`config.mk`:
```
export PLATFORM = sky130hd
export DESIGN_NAME = sprite_plot_arbiter
export DESIGN_NICKNAME = d
export VERILOG_FILES = /design/src/rtl/sprite_plot_arbiter.sv
export SDC_FILE = /design/constraint.sdc
export NUM_CORES = 1
export LEC_CHECK = 0
export ABC_AREA = 1
export BUFFER_PORTS_ARGS = -buffer_cell sky130_fd_sc_hd__buf_2
export CAP_MARGIN = 25
export CORE_MARGIN = 5
export CORE_UTILIZATION = 47
export DETAILED_ROUTE_END_ITERATION = 8
export GPL_TIMING_DRIVEN = 0
export MAX_ROUTING_LAYER = met4
export PLACE_DENSITY = 0.79
export SETUP_SLACK_MARGIN = 0.5
export SLEW_MARGIN = 20
export SYNTH_ARGS = -nofsm -noshare
export SYNTH_HDL_FRONTEND = slang
export SYNTH_SLANG_ARGS = --single-unit
```
`constraint.sdc`:
```
create_clock -name clock -period 3.2 [get_ports clock]
set_input_delay 0.16 -clock clock [delete_from_list [all_inputs] [get_ports clock]]
set_output_delay 0.16 -clock clock [all_outputs]
set_load 0.01 [all_outputs]
```
`src/rtl/sprite_plot_arbiter.sv`:
```
// Round-robin owner of the single VGA plot port. Grants one sprite requester,
// latches its 5x5 description, walks the 25 locations row-major and pulses
// done[owner] when the sprite is finished.
module sprite_plot_arbiter #(
  parameter int N_REQ = 4,
  parameter int SCR_W = 160,
  parameter int SCR_H = 120
) (
  input  logic                 clock,
  input  logic                 reset,
  input  logic [N_REQ-1:0]     req,
  input  logic [N_REQ-1:0]     erase_in,
  input  logic [8*N_REQ-1:0]   x_base,
  input  logic [7*N_REQ-1:0]   y_base,
  input  logic [3*N_REQ-1:0]   col_in,
  input  logic [25*N_REQ-1:0]  shape_in,
  output logic                 plot_en,
  output logic [7:0]           x,
  output logic [6:0]           y,
  output logic [2:0]           colour,
  output logic [N_REQ-1:0]     gnt,
  output logic [N_REQ-1:0]     done,
  output logic                 busy
);

  localparam int PW = (N_REQ > 1) ? $clog2(N_REQ) : 1;

  localparam logic [1:0] S_IDLE  = 2'd0;
  localparam logic [1:0] S_LATCH = 2'd1;
  localparam logic [1:0] S_DRAW  = 2'd2;
  localparam logic [1:0] S_DONE  = 2'd3;

  // Screen limits widened by one bit so a limit of 256/128 still compares.
  localparam logic [8:0] X_LIM = 9'(SCR_W);
  localparam logic [7:0] Y_LIM = 8'(SCR_H);

  logic [1:0]       state;
  logic [PW-1:0]    ptr;
  logic [PW-1:0]    owner;
  logic [PW-1:0]    win;
  logic             found;
  int               j;
  logic [4:0]       loc;
  logic [2:0]       col_c;
  logic [2:0]       row_c;
  logic [N_REQ-1:0] owner_oh;

  logic [7:0]       xb_l;
  logic [6:0]       yb_l;
  logic [2:0]       col_l;
  logic [24:0]      shape_l;
  logic             erase_l;

  logic [7:0]       px;
  logic [6:0]       py;
  logic             in_screen;

  // Round-robin search: first asserted req at or after ptr, wrapping.
  always_comb begin
    win   = ptr;
    found = 1'b0;
    j     = 0;
    for (int i = 0; i < N_REQ; i++) begin
      j = int'(ptr) + i;
      if (j >= N_REQ) j = j - N_REQ;
      if (!found && req[PW'(j)]) begin
        found = 1'b1;
        win   = PW'(j);
      end
    end
  end

  // Pixel address for the current location; col_c/row_c track loc%5 and loc/5.
  always_comb begin
    owner_oh  = {{(N_REQ-1){1'b0}}, 1'b1} << owner;
    px        = xb_l + {5'b0, col_c};
    py        = yb_l + {4'b0, row_c};
    in_screen = ({1'b0, px} < X_LIM) && ({1'b0, py} < Y_LIM);
    gnt       = (state != S_IDLE) ? owner_oh : '0;
    done      = (state == S_DONE) ? owner_oh : '0;
    busy      = (state != S_IDLE);
  end

  // Control FSM: arbitration, location stepping and pointer advance.
  always_ff @(posedge clock) begin
    if (reset) begin
      state <= S_IDLE;
      ptr   <= '0;
      owner <= '0;
      loc   <= '0;
      col_c <= '0;
      row_c <= '0;
    end else begin
      case (state)
        S_IDLE: begin
          if (|req) begin
            owner <= win;
            state <= S_LATCH;
          end
        end
        S_LATCH: begin
          loc   <= '0;
          col_c <= '0;
          row_c <= '0;
          state <= S_DRAW;
        end
        S_DRAW: begin
          if (loc == 5'd24) begin
            state <= S_DONE;
          end else begin
            loc <= loc + 5'd1;
            if (col_c == 3'd4) begin
              col_c <= '0;
              row_c <= row_c + 3'd1;
            end else begin
              col_c <= col_c + 3'd1;
            end
          end
        end
        default: begin
          ptr   <= (owner == PW'(N_REQ-1)) ? '0 : owner + PW'(1);
          state <= S_IDLE;
        end
      endcase
    end
  end

  // Snapshot the owner's sprite; inputs are ignored for the rest of the sprite.
  always_ff @(posedge clock) begin
    if (state == S_LATCH) begin
      xb_l    <= x_base[8*owner +: 8];
      yb_l    <= y_base[7*owner +: 7];
      col_l   <= col_in[3*owner +: 3];
      shape_l <= shape_in[25*owner +: 25];
      erase_l <= erase_in[owner];
    end
  end

  // Registered plot port: location k is presented the cycle after DRAW loc==k.
  always_ff @(posedge clock) begin
    if (reset) begin
      plot_en <= 1'b0;
      x       <= '0;
      y       <= '0;
      colour  <= '0;
    end else if (state == S_DRAW) begin
      plot_en <= in_screen && (erase_l || shape_l[loc]);
      x       <= px;
      y       <= py;
      colour  <= erase_l ? 3'b000 : col_l;
    end else begin
      plot_en <= 1'b0;
    end
  end

endmodule

```
==> reports/summary.txt <==
PnR worst setup slack - 0.819 ns
FP Rows - 37
Clock Power Share - 0.157
Avg Cell Area, Syn - 7.45 µm²
Vias in the first global route - 5,299
Area Growth Syn to Fin - 28.9%
Status - finished clean
Slew HR - 0.604
Main synth FF type - edfxtp_1
Full die area - 0.0129 mm²
Post-synth top area cell - edfxtp_1
EDFF count, synth - 44
Psw - 2340 µW
I/O pins - 210
Final period utilization - 0.744
Longest Clk Path Bufs - 2
Clock slew at reported path FFs - 0.09 ns
Post-CTS Hold Fix Bufs - 0
Max VDD drop - 0.000364 V
Initial drt markers - 377
RSZ-0062 raised after global routing - no
Die X - 114 µm
Routability cong. - 0.898
Setup Skew - 0.0118 ns
Crit path capture type - output port
P_leak - 0.00303 µW
Worst-margin pin slew - 0.594 ns
Pin count of the biggest net entering global routing - 30
FMAX - 0.420 GHz
CTS tree - built
Pwr dens - 812 mW/mm²
Initial antenna violation count - 0
Global route total overflow - 0
Final hold vios - 0
Footprint of the multi-input gates - 0.00262 mm²
Min-Delay Path Class - in -> reg
Fill cells - 977
Fin crit period - 2.38 ns
Synth Register Bits - 80
Setup WS pre-CTS - 1.19 ns
Seq pwr share - 0.335
Mapped Area - 0.00505 mm²
Initial Util - 0.485
Routed wire per std cell - 15.2 µm
YS warnings - 0
Antenna violation net count after detailed routing - 0
Share of layout cells above drive strength 1 - 0.281
Post-CTS resize count - 0
Crit path DAT - 2.22 ns
Reg area - 0.00204 mm²
Inst Count DP - 1,024
Max Transition Viols Final - 0
Internal power - 2940 µW
Switching share of power - 0.443
Total track usage - 0.241
TritonCTS buffer count - 9
# nets final - 1,103
Worst setup SP type - flip-flop
Post-synth top area share - 0.262
Sequential share of the synthesized area - 0.404
Max-Cap Viols - 0
Via Count - 5,490
Die Ht - 114 µm
I/O Buffers - 209
Total wire length - 15.8 mm
Via/cell ratio - 5.28
Layout Cells excl Fill - 1,040
H-Tree Level Count - 3
Critical Path RT - 3.04 ns
Clk_lat worst skew - 0.35 ns
Distinct cells, synth - 37
WS Path Type - reg -> out
Final setup fails - 0
Post-CTS setup buffers - 0
Syn nets - 882
CP Max Fanout - 11
Logic gate share of total power - 0.508
Root Driver - clkbuf_8
N_diodes - 0
DP HPWL - 12.4 mm
Top area cells in the synthesized netlist - edfxtp_1, dfxtp_1, o21ai_0, nor2_1, o22ai_1
Setup TNS Final - 0 ns
Sink count of the clock tree - 80
Drt first pass iters - 5
Core area - 0.0104 mm²
Ys async rst share - 0
Syn Inst Count - 678
Drt drc - 0
First-pass GRT wire length - 24.2 mm
==> cell type report <==
class / instances / share of cell area
clock buffer: 11 / 0.0217
timing repair buffer: 210 / 0.164
multi-input combinational: 500 / 0.402
sequential: 80 / 0.314
tap: 136 / 0.0261
inverter: 58 / 0.0350
buffer: 40 / 0.0256
clock inverter: 5 / 0.0123
==> power by group through the flow <==
stage / combinational, µW / clock (µW) / sequential [µW]
3_3_place_gp: 2580 / 0 / 1800
4_1_cts: 2660 / 834 / 1770
2_1_floorplan: 1770 / 0 / 1780
5_1_grt: 2990 / 880 / 1810
6_report: 2680 / 832 / 1770
3_5_place_dp: 2650 / 0 / 1790
==> critical path, stage by stage, from the launching register on <==
cell	delay [ns]
dfxtp_1	0.38
clkbuf_1	0.41
inv_1	0.28
clkbuf_1	0.29
ha_1	0.27
inv_1	0.05
nor2_1	0.03
buf_2	0.14
==> cells in the mapped netlist, types with 2 or more instances <==
| master | instances |
|---|---|
| dfxtp_1 | 36 |
| nand2_4 | 3 |
| o211ai_1 | 4 |
| buf_2 | 4 |
| fa_1 | 2 |
| nand4_1 | 7 |
| nand2_1 | 70 |
| inv_2 | 3 |
| clkbuf_1 | 33 |
| nor2_4 | 2 |
| a211oi_1 | 3 |
| xor2_1 | 6 |
| edfxtp_1 | 44 |
| nor2_1 | 140 |
| xnor2_1 | 5 |
| o22ai_1 | 44 |
| o21ai_0 | 121 |
| ha_1 | 20 |
| o21ai_1 | 2 |
| inv_1 | 53 |
| nand3_1 | 28 |
| a21oi_1 | 27 |
| nand2_2 | 6 |
| nor3_1 | 2 |
==> registers in the layout, indices dropped and copies added (netlist names), 2 cells and up <==
register / cells
loc: 5
state: 2
colour: 3
col_l: 3
yb_l: 7
col_c: 3
ptr: 2
x: 8
y: 7
shape_l: 25
owner: 2
xb_l: 8
row_c: 3
==> worst paths after layout <==
check / start / end / slack [ns] / depth (start not counted)
min reg2reg: colour[1] / colour[1] / 0.47 / 2
min: shape_in[7] / shape_l[7] / 0.16 / 3
max: owner[1] / gnt[1] / 0.82 / 7
max reg2reg: owner[1] / ptr[1] / 1.18 / 6
==> cell families after synthesis <==
group,count (synthesis),share of synthesized area
AND/OR/NAND/NOR,264,0.224
AO/OA/AOI/OAI,203,0.217
buffers and inverters,98,0.0781
flip-flops,80,0.404
adder cells (fa/ha/maj),22,0.0575
XOR/XNOR,11,0.0191
==> layout by cell type, fill, tap and decap left out, types with 2 or more instances in the layout <==
cell	netlist	routed
buf_2	4	213
nor2_1	140	140
o21ai_0	121	121
nand2_1	70	70
inv_1	53	53
o22ai_1	44	44
edfxtp_1	44	44
dfxtp_1	36	36
clkbuf_1	33	34
nand3_1	28	28
a21oi_1	27	27
ha_1	20	19
clkbuf_8	0	10
nand4_1	7	7
nand2_2	6	6
xor2_1	6	6
xnor2_1	5	5
o211ai_1	4	4
inv_2	3	3
a211oi_1	3	3
nand2_4	3	3
nor2_4	2	2
o21ai_1	2	2
nor3_1	2	2
fa_1	2	2
clkinvlp_4	0	2
bufinv_16	0	2
==> routing by layer <==
metal  wire length (µm)  part of all wire  vias up  GRT usage
li1                   -                 -     2753          -
met1               6420              0.41     2468      0.290
met2               7810              0.50      232      0.405
met3               1110             0.070       37     0.0345
met4                422             0.027        0      0.102
met5                  0                 0        -          -
==> through the flow <==
step            util  total power (µW)  hold slack [ns]  instance area, µm²
6_report       0.625              5280            0.159                6510
5_1_grt        0.625              5670            0.171                6510
4_1_cts        0.625              5260            0.151                6510
3_5_place_dp   0.604              4440            0.455                6290
3_3_place_gp   0.601              4380            0.452                6260
2_1_floorplan      -              3550            0.321                5050
No activity file was read; power rests on OpenSTA's default activity.
